### src/rtl/reflet_int_source_pkg.sv
// Shared register-offset definitions and routing helpers for the interrupt source block.
package reflet_int_source_pkg;

  typedef enum logic [2:0] {
    REG_PENDING = 3'd0,
    REG_ENABLE  = 3'd1,
    REG_MAP     = 3'd2,
    REG_MODE    = 3'd3,
    REG_RAW     = 3'd4
  } reg_sel_e;

  localparam int NUM_REGS = 5;

  // Default routing spreads sources round-robin across the four CPU lines.
  function automatic logic [1:0] default_line(input int src_idx);
    return 2'(src_idx % 4);
  endfunction

endpackage

### src/rtl/reflet_sync_edge.sv
// One-bit 2-flop synchronizer with a history flop; reports synchronized level and rising edge.
module reflet_sync_edge (
  input  logic clk,
  input  logic reset,
  input  logic enable,
  input  logic din,
  output logic level,
  output logic rise
);

  logic s1_q, s1_d;
  logic s2_q, s2_d;
  logic s3_q, s3_d;

  always_comb begin
    s1_d = s1_q;
    s2_d = s2_q;
    s3_d = s3_q;
    if (enable) begin
      s1_d = din;
      s2_d = s1_q;
      s3_d = s2_q;
    end
  end

  always_ff @(posedge clk or negedge reset) begin
    if (!reset) begin
      s1_q <= 1'b0;
      s2_q <= 1'b0;
      s3_q <= 1'b0;
    end else begin
      s1_q <= s1_d;
      s2_q <= s2_d;
      s3_q <= s3_d;
    end
  end

  assign level = s2_q;
  assign rise  = s2_q & ~s3_q;

endmodule

### src/rtl/reflet_int_source.sv
// Interrupt source block: synchronizes peripheral events, latches them as pending and
// routes enabled pending sources onto the CPU's four ext_int lines through a programmable map.
module reflet_int_source
  import reflet_int_source_pkg::*;
#(
  parameter int                    wordsize  = 16,
  parameter logic [wordsize-1:0]   base_addr = 16'hFF00,
  parameter int                    nsources  = 8
) (
  input  logic                clk,
  input  logic                reset,
  input  logic                enable,
  input  logic [nsources-1:0] src,
  input  logic [wordsize-1:0] addr,
  input  logic [wordsize-1:0] data_in,
  input  logic                write_en,
  output logic [wordsize-1:0] data_out,
  output logic [3:0]          ext_int
);

  function automatic logic [2*nsources-1:0] map_default();
    logic [2*nsources-1:0] m;
    m = '0;
    for (int i = 0; i < nsources; i++) m[2*i +: 2] = default_line(i);
    return m;
  endfunction

  localparam logic [2*nsources-1:0] MAP_RST = map_default();

  logic [nsources-1:0]   level, rise, set_ev, clr;
  logic [nsources-1:0]   pend_q, pend_d, en_q, en_d, mode_q, mode_d;
  logic [2*nsources-1:0] map_q, map_d;
  logic [3:0]            ext_q, ext_d;
  logic [wordsize-1:0]   offset;
  logic                  in_range, wr;

  for (genvar g = 0; g < nsources; g++) begin : g_sync
    reflet_sync_edge u_sync (
      .clk    (clk),
      .reset  (reset),
      .enable (enable),
      .din    (src[g]),
      .level  (level[g]),
      .rise   (rise[g])
    );
  end

  assign offset   = addr - base_addr;
  assign in_range = (addr >= base_addr) && (offset < wordsize'(NUM_REGS));
  assign wr       = write_en & in_range & enable;
  assign set_ev   = (mode_q & level) | (~mode_q & rise);

  always_comb begin
    en_d   = en_q;
    map_d  = map_q;
    mode_d = mode_q;
    clr    = '0;
    if (wr) begin
      case (offset[2:0])
        REG_PENDING: clr    = data_in[nsources-1:0];
        REG_ENABLE:  en_d   = data_in[nsources-1:0];
        REG_MAP:     map_d  = data_in[2*nsources-1:0];
        REG_MODE:    mode_d = data_in[nsources-1:0];
        default:     ;
      endcase
    end
    // A new event wins over a simultaneous software clear.
    pend_d = enable ? ((pend_q & ~clr) | set_ev) : pend_q;
  end

  always_comb begin
    ext_d = ext_q;
    if (enable) begin
      ext_d = '0;
      for (int i = 0; i < nsources; i++) begin
        for (int k = 0; k < 4; k++) begin
          if (map_q[2*i +: 2] == 2'(k)) ext_d[k] = ext_d[k] | (pend_q[i] & en_q[i]);
        end
      end
    end
  end

  always_ff @(posedge clk or negedge reset) begin
    if (!reset) begin
      pend_q <= '0;
      en_q   <= '0;
      map_q  <= MAP_RST;
      mode_q <= '0;
      ext_q  <= '0;
    end else begin
      pend_q <= pend_d;
      en_q   <= en_d;
      map_q  <= map_d;
      mode_q <= mode_d;
      ext_q  <= ext_d;
    end
  end

  // Off-range addresses read 0 so several peripherals' buses can be ORed.
  always_comb begin
    data_out = '0;
    if (in_range) begin
      case (offset[2:0])
        REG_PENDING: data_out[nsources-1:0]   = pend_q;
        REG_ENABLE:  data_out[nsources-1:0]   = en_q;
        REG_MAP:     data_out[2*nsources-1:0] = map_q;
        REG_MODE:    data_out[nsources-1:0]   = mode_q;
        REG_RAW:     data_out[nsources-1:0]   = level;
        default:     data_out = '0;
      endcase
    end
  end

  assign ext_int = ext_q;

endmodule

### config.mk
export PLATFORM = sky130hd
export DESIGN_NAME = reflet_int_source
export DESIGN_NICKNAME = d
export VERILOG_FILES = /design/src/rtl/reflet_int_source_pkg.sv /design/src/rtl/reflet_sync_edge.sv /design/src/rtl/reflet_int_source.sv
export SDC_FILE = /design/constraint.sdc
export NUM_CORES = 1
export LEC_CHECK = 0
export BUFFER_PORTS_ARGS = -buffer_cell sky130_fd_sc_hd__buf_2
export CAP_MARGIN = 20
export CELL_PAD_IN_SITES_DETAIL_PLACEMENT = 0
export CELL_PAD_IN_SITES_GLOBAL_PLACEMENT = 1
export CORE_MARGIN = 5
export CORE_UTILIZATION = 45
export DETAILED_ROUTE_END_ITERATION = 10
export GPL_ROUTABILITY_DRIVEN = 0
export GPL_TIMING_DRIVEN = 0
export HOLD_SLACK_MARGIN = 0.1
export PLACE_DENSITY_LB_ADDON = 0.1
export SLEW_MARGIN = 10
export SYNTH_ARGS = -nofsm -noshare
export SYNTH_HDL_FRONTEND = slang
export SYNTH_HIERARCHICAL = 1
export SYNTH_SLANG_ARGS = --single-unit
### constraint.sdc
create_clock -name clk -period 2.25 [get_ports clk]
set_input_delay 0.45 -clock clk [delete_from_list [all_inputs] [get_ports clk]]
set_output_delay 0.45 -clock clk [all_outputs]
set_load 0.005 [all_outputs]
---- Word-level counts from Yosys, hierarchy flattened ----
Index checks and enable logic that the tools add are counted.
word-level totals
  register bits ........................... 68
  input port bits ......................... 44
  output and inout port bits .............. 20
cells by class
  add/sub/neg operators ................... 1
  magnitude comparators ................... 2
  equality and inequality tests ........... 28
  mux-type cells .......................... 65
  bitwise gates (word level) .............. 61
  reduce and logical (&&, ||, !) cells .... 13
operators by type and width
  kind                                                         count
  2-to-1 mux 1 bit                                             60
  case mux 8 bit (5 select lines)                              1
  equality test 2 bit, second input constant                   16
  OR 1 bit                                                     28
  bitwise AND 8 bit                                            3
  2-to-1 mux 8 bit                                             3
  bitwise AND 1 bit                                            18
  equality test 2 x 1 -> 1 bit, second input constant          8
  >= comparator 16 bit, second input constant                  1
  logical NOT 2 bit                                            8
  less-than comparator 16 x 3 -> 1 bit, second input constant  1
  2-to-1 mux 16 bit                                            1
  inverter 8 bit                                               2
  OR 8 bit                                                     2
  subtractor 16 bit, second input constant                     1
  inverter 1 bit                                               8
  equality test 3 x 2 -> 1 bit, second input constant          2
  AND reduction 2 bit                                          3
  equality test 3 x 1 -> 1 bit, second input constant          1
  equality test 3 bit, second input constant                   1
  logical NOT 3 bit                                            1
  logical AND 1 bit                                            1

---- Longest topological paths before layout ----
Gate-level depths: netlist of the first run.
  depth after elaboration ................. 23
  gate-level depth with buffers ........... 7

---- Hierarchy ----
Netlist of the first run, hierarchy kept.
modules (own cells, without submodules)
  module             times used  cells each  area each (um^2)  sequential area each (um^2)
  reflet_int_source  1           233         2,628.8           1,111.1
  reflet_sync_edge   8           7           115.1             75.1

---- Worst setup path after synthesis of the first run ----
Ideal clock, no wire load.
  path kind ............................... input to output
  start ................................... in addr[0]
  end ..................................... out data_out[0]
  arrival time ............................ 1.623 ns
  data required time ...................... 1.800 ns
  setup slack ............................. 0.177 ns
  cell stages on the path ................. 5
  path through ............................ buf_6 nor3_1 clkbuf_1 a22oi_1 a21oi_1
on the way
  cells in the longest elaborated chain, start to end .. 4
  elaborated cells on any way between the ends .. 11
  those cells by class .................... add/sub: 1; order compare: 2; eq/ne: 4; mux: 2; reduce/logical: 2
RTL lines
  element                                                               line                                               source
  start: declaration                                                    reflet_int_source.sv:14                            input logic [wordsize-1:0] addr,
  subtractor 16 bit                                                     reflet_int_source.sv:48                            assign offset = addr - base_addr;
  less-than comparator 16 x 3 -> 1 bit (tied with other cells)          reflet_int_source.sv:49                            assign in_range = (addr >= base_addr) && (offset < wordsize'(NUM_REGS));
  logical AND 1 bit or case mux 8 bit (5 select lines) (tied branches)  reflet_int_source.sv:49, reflet_int_source.sv:103
  2-to-1 mux 16 bit (*)                                                 reflet_int_source.sv:102                           if (in_range) begin
  end: declaration                                                      reflet_int_source.sv:17                            output logic [wordsize-1:0] data_out,
Mark *: on every way between the ends. The rest lies on a longest branch, timed or not.

---- Final worst setup path of the first run ----
  start ................................... in addr[1]
  end ..................................... out data_out[3]
The elaborated chain is that of the path after synthesis.

==> results.tsv, run 1 <==
stage	metric	value	unit
clock_tree	clock_path_buffers	2	
grt	grt_pass1_wl	13700	microns
place	placedInstanceArea	4010	sq um
synth	yosys_warnings	6	
die	die_w	98.8	microns
route	wl	8300	microns
die	dieHeight	98.8	microns
die	die_area	9760	sq um
route	via_per_inst	5.53	
synth	synth_fa_ha_area_share	0	%
sta	finalClockSkew	0.00629	ns
worst_hold_path	hold_end	g_sync[0].u_sync/s1_q	
final_layout	drive_gt1_share	46.5	%
clock_tree	clk_latency	0.34	ns
synth	synth_top_family_by_area	multiplexers	
sta	finalHoldViolCount	0	
die	num_rows	32	
critical_path	worst-setup-path-type	in2out	
power_and_ir_drop	peakVddDrop	0.000537	V
grt	grt_max_degree	55	
clock_tree	cts_sinks	68	
route	avgRoutedWirePerCell	17.6	microns
sta	fmax	461	MHz
grt	grt_pass1_vias	2606	
place	io_buffer_count	61	
critical_path	r2r_start	map_q[10]	
critical_path	crit_arrival	1.72	ns
critical_path	start_kind	input pin	
route	drtAntennaViolNets	0	
sta	worst_slew_pin_slew	0.548	ns
die	core_area	7690	sq um
power_and_ir_drop	leakage	0.00193	uW
grt	grt_overflow	0	
synth	synth.avg_cell_area	12.3	sq um
place	dp_hpwl	6150	microns
sta	slew_headroom	63.5	%
synth	synth-simple-area-share	17.8	%
synth	synth_area	3550	sq um
grt	antenna_found_initial	0	
sta	fin_crit_sh	96.3	%
sta	grt_setup_unrepaired	false	
route	vias	2611	
sta	fin_crit	2.17	ns
die	start_util	46.2	%
critical_path	path_max_fanout	10	
power_and_ir_drop	p_total	2850	uW
sta	maxSlewViolCount	0	
clock_tree	cts_tree	built	
critical_path	r2r-end	ext_int[2]	
power_and_ir_drop	power_density	655	nW/um^2
final_layout	final_cell_area	4350	sq um
synth	ys_seq_elements	68	
synth	ys_types	35	
sta	setup_viol	0	
clock_tree	h-tree-depth	3	
synth	syn_inst	289	
worst_hold_path	min_path_type	in2reg	
job	cap_viol_max_count	0	
critical_path	regToRegSetupSlack	0.93	ns
synth	synth_xor_area_share	0	%
critical_path	cp.required	1.80	ns
clock_tree	numCtsBuffers	9	
outcome	outcome	completed	
final_layout	syn_to_final_growth	22.6	%
clock_tree	cts-root-buf	clkbuf_8	
final_layout	fill_cells	704	
route	drc	0	
synth	syn_nets	333	
sta	tns	0	ns
synth	synth_mux_area_share	23.6	%
route	drtIter0Drc	104	
critical_path	r2r.worst_path.cells	4	
route	drt_first_pass_iters	5	
synth	synth_compound_area_share	8.04	%
final_layout	nets	409	
critical_path	crit_path_end_kind	output pin	
die	ios	64	
synth	ys_seq_area_share	48.2	%
final_layout	diodes	0	
worst_hold_path	min_path_cells	2	
grt	track_usage	17.6	%
worst_hold_path	min_from	src[0]	
clock_tree	clk_pin_slew	0.08	ns
==> worst max-delay path: stages <==
cell and delay [ns]:
buf_6 0.12, buf_2 0.22, o21ai_0 0.29, nand3_2 0.24, a21oi_1 0.24, buf_2 0.15
==> sequential cells by signal, summed over array words and instances (netlist names) <==
name                 count
g_sync.u_sync/level      8
g_sync.u_sync/s1_q       8
g_sync.u_sync/s3_q       8
en_q                     8
mode_q                   8
ext_int                  4
map_q                   16
pend_q                   8
==> cell families (layout without fill, tap and decap cells) <==
group / count (synthesis) / count (layout)
buf+inv: 9 / 90
simple gates: 96 / 96
flops: 68 / 68
mux: 72 / 72
compound gates: 44 / 44
==> stage by stage <==
stage	setup WS [ns]	instances	utilization (%)	hold slack (ns)
2_1_floorplan	0.177	289	-	0.154
3_3_place_gp	-0.559	452	51.8	0.483
3_5_place_dp	-0.543	453	52.2	0.328
4_1_cts	0.00271	471	56.1	0.319
5_1_grt	0.00622	472	56.6	0.320
6_report	0.0829	472	56.6	0.333
==> layout by cell type (no fill, tap or decap), types with 2 or more instances in the layout <==
| master | n |
|---|---|
| a31oi_1 | 2 |
| buf_12 | 3 |
| and2_1 | 8 |
| mux2i_1 | 8 |
| dfstp_2 | 8 |
| nor3b_4 | 3 |
| o22ai_1 | 4 |
| nand4_1 | 14 |
| buf_6 | 4 |
| dfrtp_1 | 60 |
| nand2b_1 | 3 |
| clkbuf_8 | 9 |
| clkinv_4 | 2 |
| nand4b_1 | 9 |
| nand2_1 | 5 |
| a22o_1 | 8 |
| nand3_1 | 13 |
| nor3_1 | 7 |
| nor2b_1 | 8 |
| mux2_2 | 54 |
| buf_2 | 61 |
| a21oi_1 | 18 |
| nor2_1 | 16 |
| mux2_4 | 10 |
| bufinv_16 | 3 |
| a22oi_1 | 8 |
==> repair_timing <==
| action | in CTS | in global routing |
|---|---|---|
| cloned | 0 | 0 |
| hold endpoints to repair | 11 | 0 |
| endpoints found under the setup margin | 8 | 16 |
| hold buffers | 1 | 0 |
| gates resized for setup | 5 | 7 |
| setup buffers | 1 | 1 |
| pin swaps | 1 | 1 |
==> worst max-delay path by stage <==
stage	cells after the start	startpoint	to	slack, ns
5_1_grt	6	addr[6]	data_out[8]	0.006
3_3_place_gp	6	addr[0]	data_out[5]	-0.56
2_1_floorplan	5	addr[0]	data_out[0]	0.18
6_report	6	addr[1]	data_out[3]	0.08
3_5_place_dp	6	addr[0]	data_out[5]	-0.54
4_1_cts	6	addr[1]	data_out[5]	0.003
==> where the power goes <==
group | internal [uW] | switching [uW] | total [uW]
sequential | 1290 | 50.1 | 1340
clock | 744 | 494 | 1240
combinational | 148 | 121 | 268
total | 2180 | 665 | 2850
==> metal layers <==
metal | vias up | share of wire [%] | track usage, %
met2 | 76 | 47 | 27.1
met3 | 14 | 5.1 | 3.18
met5 | - | 0 | 0
met4 | 0 | 2.1 | 6.72
met1 | 1265 | 46 | 24.8
li1 | 1256 | - | -
==> synthesized netlist by cell type, drive strengths merged <==
cell type	count	area (sq um)
a22oi	8	60.1
nor2	16	60.1
a22o	8	70.1
mux2	64	758
a21oi	19	95.1
nand3b	1	7.51
a41oi	1	8.76
nor4	1	21.3
nand2	6	38.8
o22ai	4	25.0
nor3b	4	52.6
buf	6	70.1
dfrtp	60	1500
or3b	1	11.3
and3	1	6.26
nand4bb	1	16.3
nand4b	10	103
mux2i	8	80.1
nor3	8	40.0
a31oi	2	12.5
and2	8	50.1
nand4	14	87.6
nand2b	3	18.8
o21ai	1	5.00
o32ai	1	8.76
clkbuf	3	11.3
dfstp	8	210
nand3	14	70.1
nor2b	8	50.1
==> area by class of cell <==
type	instances	area (sq um)	share of cell area [%]
buffer	9	86.3	1.98
clock buffer	9	124	2.85
clock inverter	7	124	2.85
multi-input combinational	212	1790	41.2
sequential	68	1710	39.3
tap	102	128	2.93
timing repair buffer	65	385	8.86
Power figures use the tool's default switching activity.
==> inputs of run 2 (changes only) <==
- RECOVER_POWER: unset -> 50
==> run 2 against run 1 <==
Worst hold slack is essentially flat. Final area is essentially flat. Sequential share of layout area is essentially flat. Combinational power is essentially flat. Highest routed layer unchanged. Largest power group unchanged. Worst setup slack is essentially flat. Via count is essentially flat. Global-route usage is the same. Cell count is the same. Non-clock buffer count is the same.
==> results.tsv, run 2 (synthesis results as in run 1) <==
stage	metric	value	unit	change
critical_path	regToRegSetupSlack	0.93	ns	about the same
sta	fin_crit	2.17	ns	+0.000306 ns
die	die_area	9760	sq um	unchanged
die	dieHeight	98.8	microns	unchanged
critical_path	worstSetupEndpoint	data_out[3]		
die	core_area	7690	sq um	unchanged
clock_tree	cts_sinks	68		unchanged
grt	grt_overflow	0		unchanged
place	dp_hpwl	6150	microns	unchanged
sta	fin_crit_sh	96.3	%	about the same
clock_tree	h-tree-depth	3		unchanged
route	drtAntennaViolNets	0		unchanged
final_layout	multi_input_area	1790	sq um	unchanged
grt	antenna_found_initial	0		unchanged
die	start_util	46.2	%	unchanged
sta	worst_slew_pin_slew	0.919	ns	+0.371 ns
power_and_ir_drop	leakage	0.00193	uW	-0.19%
clock_tree	clk_latency	0.34	ns	about the same
sta	maxSlewViolCount	0		unchanged
clock_tree	clock_path_buffers	2		unchanged
power_and_ir_drop	power_density	655	nW/um^2	about the same
critical_path	crit_path_end_kind	output pin		
clock_tree	cts_tree	built		
place	placedInstanceArea	4010	sq um	unchanged
final_layout	layout_commonest_cell	buf_2		
critical_path	cp_slowest_cell	o21ai_0		
grt	grt_pass1_wl	13700	microns	unchanged
die	die_w	98.8	microns	unchanged
critical_path	crit_start	addr[1]		
final_layout	syn_to_final_growth	22.5	%	about the same
critical_path	start_kind	input pin		
critical_path	critPathMaxStageDelay	0.29	ns	about the same
outcome	outcome	completed		
clock_tree	cts-root-buf	clkbuf_8		
final_layout	largest_register	map_q		
sta	tns	0	ns	unchanged
sta	finalClockSkew	0.00629	ns	unchanged
grt	track_usage	17.6	%	unchanged
route	wl	8300	microns	about the same
clock_tree	numCtsBuffers	9		unchanged
final_layout	largest_register_ffs	16		unchanged
final_layout	diodes	0		unchanged
route	drtIter0Drc	104		unchanged
critical_path	path_max_fanout	10		unchanged
critical_path	crit_chain	buf_6, buf_2, o21ai_0, nand3_2, a21oi_1, buf_2		
clock_tree	clk_pin_slew	0.08	ns	about the same
critical_path	r2r.worst_path.cells	4		unchanged
final_layout	final_cell_mix	buf_2 (61), dfrtp_1 (60), mux2_2 (54), a21oi_1 (18), nor2_1 (16)		
route	drc	0		unchanged
critical_path	worst-setup-path-type	in2out		
sta	slew_headroom	38.7	%	-25 points
grt	grt_max_degree	55		unchanged
sta	fin_hold_ws	0.333	ns	-0.0000140 ns
route	via_per_inst	5.53		about the same
worst_hold_path	min_path_type	in2reg		
sta	setup_viol	0		unchanged
critical_path	cp.required	1.80	ns	about the same
critical_path	path_buf_inv	3		unchanged
critical_path	r2r-end	ext_int[2]		
final_layout	drive_gt1_share	46.2	%	-0.27 points
critical_path	worstSetupPathDepth	6		unchanged
sta	finalHoldViolCount	0		unchanged
place	io_buffer_count	61		unchanged
die	num_rows	32		unchanged
route	drt_first_pass_iters	5		unchanged
final_layout	seq_area	1710	sq um	unchanged
final_layout	fill_cells	703		-0.14%
sta	fmax	461	MHz	about the same
critical_path	crit_arrival	1.72	ns	about the same
critical_path	cpMostUsedCell	buf_2		
job	cap_viol_max_count	0		unchanged
power_and_ir_drop	peakVddDrop	0.000537	V	about the same
final_layout	final_cell_area	4350	sq um	about the same
critical_path	r2r_start	map_q[10]		
grt	grt_pass1_vias	2606		unchanged
final_layout	nets	409		unchanged
route	avgRoutedWirePerCell	17.6	microns	about the same
sta	grt_setup_unrepaired	false		
route	vias	2610		-0.038%
critical_path	cpLargestDelayFamily	compound AO/OA/AOI/OAI gates		
die	ios	64		unchanged
## run 2: where the power goes
group / switching [uW] / leakage [uW] / internal [uW]
logic: 121 / 0.000987 / 147
registers: 50.1 / 0.000819 / 1290
clock network: 494 / 0.000120 / 744
total: 665 / 0.00193 / 2180
## run 2: worst min path at each step
stage	slack, ns	endpoint	start	cells after the start
finish	0.33	g_sync[0].u_sync/s1_q	src[0]	2
global route	0.32	g_sync[0].u_sync/s1_q	src[0]	2
CTS	0.32	g_sync[0].u_sync/s1_q	src[0]	2
detailed placement	0.33	map_q[8]	reset	1
global placement	0.48	g_sync[4].u_sync/level	g_sync[4].u_sync/s1_q	1
floorplan	0.15	en_q[0]	reset	0
## run 2: through the flow
step / cells / utilization, % / setup WS [ns] / total power (uW)
detailed placement: 453 / 52.2 / -0.543 / 1630
floorplan: 289 / - / 0.177 / 1500
CTS: 471 / 56.1 / 0.00271 / 2880
global placement: 452 / 51.8 / -0.559 / 1610
global route: 472 / 56.6 / 0.00622 / 2980
finish: 472 / 56.6 / 0.0826 / 2850
## run 2: per-layer routing
layer | global-route usage [%] | part of all wire, % | vias to the layer above
li1 | - | - | 1256
met1 | 24.8 | 46 | 1264
met2 | 27.1 | 47 | 76
met3 | 3.18 | 5.0 | 14
met4 | 6.72 | 2.1 | 0
met5 | 0 | 0 | -
## run 2: area by class of cell
| cell class | count | share of cell area (%) |
|---|---|---|
| Clock buffer | 9 | 2.85 |
| Clock inverter | 7 | 2.85 |
| Sequential cell | 68 | 39.4 |
| Timing Repair Buffer | 65 | 8.78 |
| Tap cell | 102 | 2.94 |
| Buffer | 9 | 1.99 |
| Multi-Input combinational cell | 212 | 41.2 |
## run 2: what timing repair did
action	4_1_cts	5_1_grt
buffers inserted	1	1
gates resized for setup	5	7
endpoints found under the setup margin	8	16
gates cloned	0	0
hold endpoints to repair	11	0
hold buffers	1	0
pin swaps	1	1
==> inputs of run 3 (changes only) <==
- PLACE_DENSITY: unset -> 0.88
- PLACE_DENSITY_LB_ADDON: 0.1 -> unset
==> run 3 against run 2 <==
Utilization decreased by 0.94 points. Power decreased by 8.2%. Worst setup slack got worse by 0.019 ns. Register-to-register slack improved by 0.03 ns. Maximum frequency decreased by 0.89%. First-iteration DRC count increased by 47%. Sequential share of layout area increased by 0.67 points. Combinational power about the same. Sequential power about the same. Largest cell class unchanged.
==> results.tsv, run 3 (synthesis results as in run 1) <==
stage	metric	value	unit	change
route	drtIter0Drc	153		+47%
route	avgRoutedWirePerCell	17.0	microns	-3.4%
grt	grt_pass1_vias	2678		+2.8%
clock_tree	clk_pin_slew	0.08	ns	about the same
grt	globalRouteMet3Util	3.82	%	+0.64 points
route	drtAntennaViolNets	0		unchanged
job	cap_viol_max_count	0		unchanged
die	die_w	98.8	microns	unchanged
route	wl	8020	microns	-3.4%
route	drc	0		unchanged
clock_tree	numCtsBuffers	9		unchanged
die	ios	64		unchanged
grt	met2_usage	26.6	%	-0.46 points
sta	worst_slew_pin_slew	1.14	ns	+0.225 ns
power_and_ir_drop	leakage	0.00190	uW	-1.5%
grt	grt_max_degree	50		-9.1%
outcome	outcome	completed		
final_layout	diodes	0		unchanged
grt	grt_overflow	0		unchanged
sta	maxSlewViolCount	0		unchanged
sta	slew_headroom	23.7	%	-15 points
sta	fin_hold_ws	0.331	ns	-0.00187 ns
route	via_per_inst	5.54		+0.11%
grt	antenna_found_initial	0		unchanged
place	io_buffer_count	61		unchanged
route	drt_first_pass_iters	5		unchanged
clock_tree	cts_tree	built		
sta	finalHoldViolCount	0		unchanged
power_and_ir_drop	switchingPower	659	uW	-0.97%
sta	fmax	457	MHz	-0.89%
final_layout	drive_gt1_share	45.9	%	-0.27 points
final_layout	fill_cells	690		-1.8%
critical_path	crit_arrival	1.74	ns	+0.02 ns
power_and_ir_drop	swShare	25.2	%	+1.8 points
final_layout	final_cell_mix	buf_2 (60), dfrtp_1 (60), mux2_2 (53), a21oi_1 (19), nor2_1 (16)		
power_and_ir_drop	power_frac_comb	10.3	%	+0.9 points
final_layout	fin_util	55.6	%	-0.94 points
critical_path	start_kind	input pin		
final_layout	syn_to_final_growth	20.4	%	
sta	grt_setup_unrepaired	true		
final_layout	nets	409		unchanged
critical_path	path_max_fanout	8		-2
die	start_util	46.2	%	unchanged
critical_path	worst-setup-path-type	in2out		
power_and_ir_drop	peakVddDrop	0.000399	V	-26%
critical_path	crit_path_end_kind	output pin		
grt	track_usage	17.3	%	-0.34 points
power_and_ir_drop	clkPwrFrac	38.3	%	-5.2 points
sta	setup_viol	0		unchanged
final_layout	largest_register_ffs	16		unchanged
sta	finalClockSkew	0.0110	ns	+0.00469 ns
die	dieHeight	98.8	microns	unchanged
sta	fin_crit_sh	97.2	%	+0.87 points
power_and_ir_drop	seq_power_share	51.5	%	+4.4 points
clock_tree	h-tree-depth	3		unchanged
sta	tns	0	ns	unchanged
clock_tree	clock_path_buffers	2		unchanged
die	die_area	9760	sq um	unchanged
place	dp_hpwl	5980	microns	-2.8%
clock_tree	cts_sinks	68		unchanged
die	num_rows	32		unchanged
die	core_area	7690	sq um	unchanged
clock_tree	clk_latency	0.34	ns	about the same
power_and_ir_drop	intPower	1950	uW	-10%
grt	use_met1	23.6	%	-1.2 points
sta	fin_crit	2.19	ns	+0.0195 ns
worst_hold_path	min_path_type	in2reg		
clock_tree	cts-root-buf	clkbuf_8		
power_and_ir_drop	power_density	611	nW/um^2	-6.7%
grt	top_usage_layer	met2		
critical_path	cp.required	1.80	ns	about the same
final_layout	largest_register	map_q		
route	vias	2613		+0.11%
grt	grt_pass1_wl	13500	microns	-1.6%
-- run 3: cell count changes in the layout (fill, tap and decap cells not counted), sizes merged --
cell	delta
bufinv	-2
clkinv	+1
clkinvlp	+1
-- run 3: per-stage QoR --
step	setup WS, ns	power [uW]	instances	cell area (sq um)
3_5_place_dp	-0.498	1630	453	4010
3_3_place_gp	-0.455	1610	452	3980
6_report	0.0631	2610	472	4280
5_1_grt	-0.0125	2740	472	4280
2_1_floorplan	0.177	1500	289	3550
4_1_cts	0.0601	2650	473	4270
-- run 3: cell type report --
class / instances / area [sq um] / share of cell area, %
multi-input combinational: 212 / 1790 / 41.9
sequential: 68 / 1710 / 40.0
timing repair buffer: 66 / 367 / 8.57
tap: 102 / 128 / 2.99
clock buffer: 9 / 124 / 2.90
buffer: 8 / 78.8 / 1.84
clock inverter: 7 / 76.3 / 1.79
-- run 3: critical path, stage by stage --
cell	delay, ns
buf_2	0.09
or3b_4	0.40
nor2_1	0.19
nand3_2	0.23
a21oi_1	0.23
buf_2	0.15
-- run 3: path summary, 6_finish.rpt --
path	from	end	slack, ns	cells after the start
max in group asynchronous	reset	map_q[5]	0.55	3
hold / removal	src[2]	g_sync[2].u_sync/s1_q	0.33	2
hold reg to reg	g_sync[6].u_sync/s1_q	g_sync[6].u_sync/level	0.50	1
setup reg to reg	map_q[13]	ext_int[0]	0.96	4
setup / recovery	addr[6]	data_out[5]	0.06	6
min in group asynchronous	reset	ext_int[3]	0.84	2
-- run 3: repair_timing --
action | in CTS | in global routing
hold endpoints to repair | 14 | 0
hold buffers | 1 | 0
pin swaps | 1 | 0
endpoints found under the setup margin | 12 | 20
gates resized for setup | 6 | 3
buffers inserted | 3 | 0
-- run 3: power groups by stage --
stage | sequential [uW] | combinational [uW] | clock, uW
after floorplan | 1350 | 151 | 0
after global placement | 1360 | 248 | 0
after detailed placement | 1370 | 262 | 0
after CTS | 1350 | 273 | 1040
after global routing | 1360 | 297 | 1090
final | 1340 | 268 | 1000
-- run 3: per-layer routing --
metal,share of wire [%],wire length (microns),vias up
met3,6.4,514,10
met5,0,0,-
met2,48,3870,79
li1,-,-,1254
met1,44,3510,1270
met4,1.6,125,0
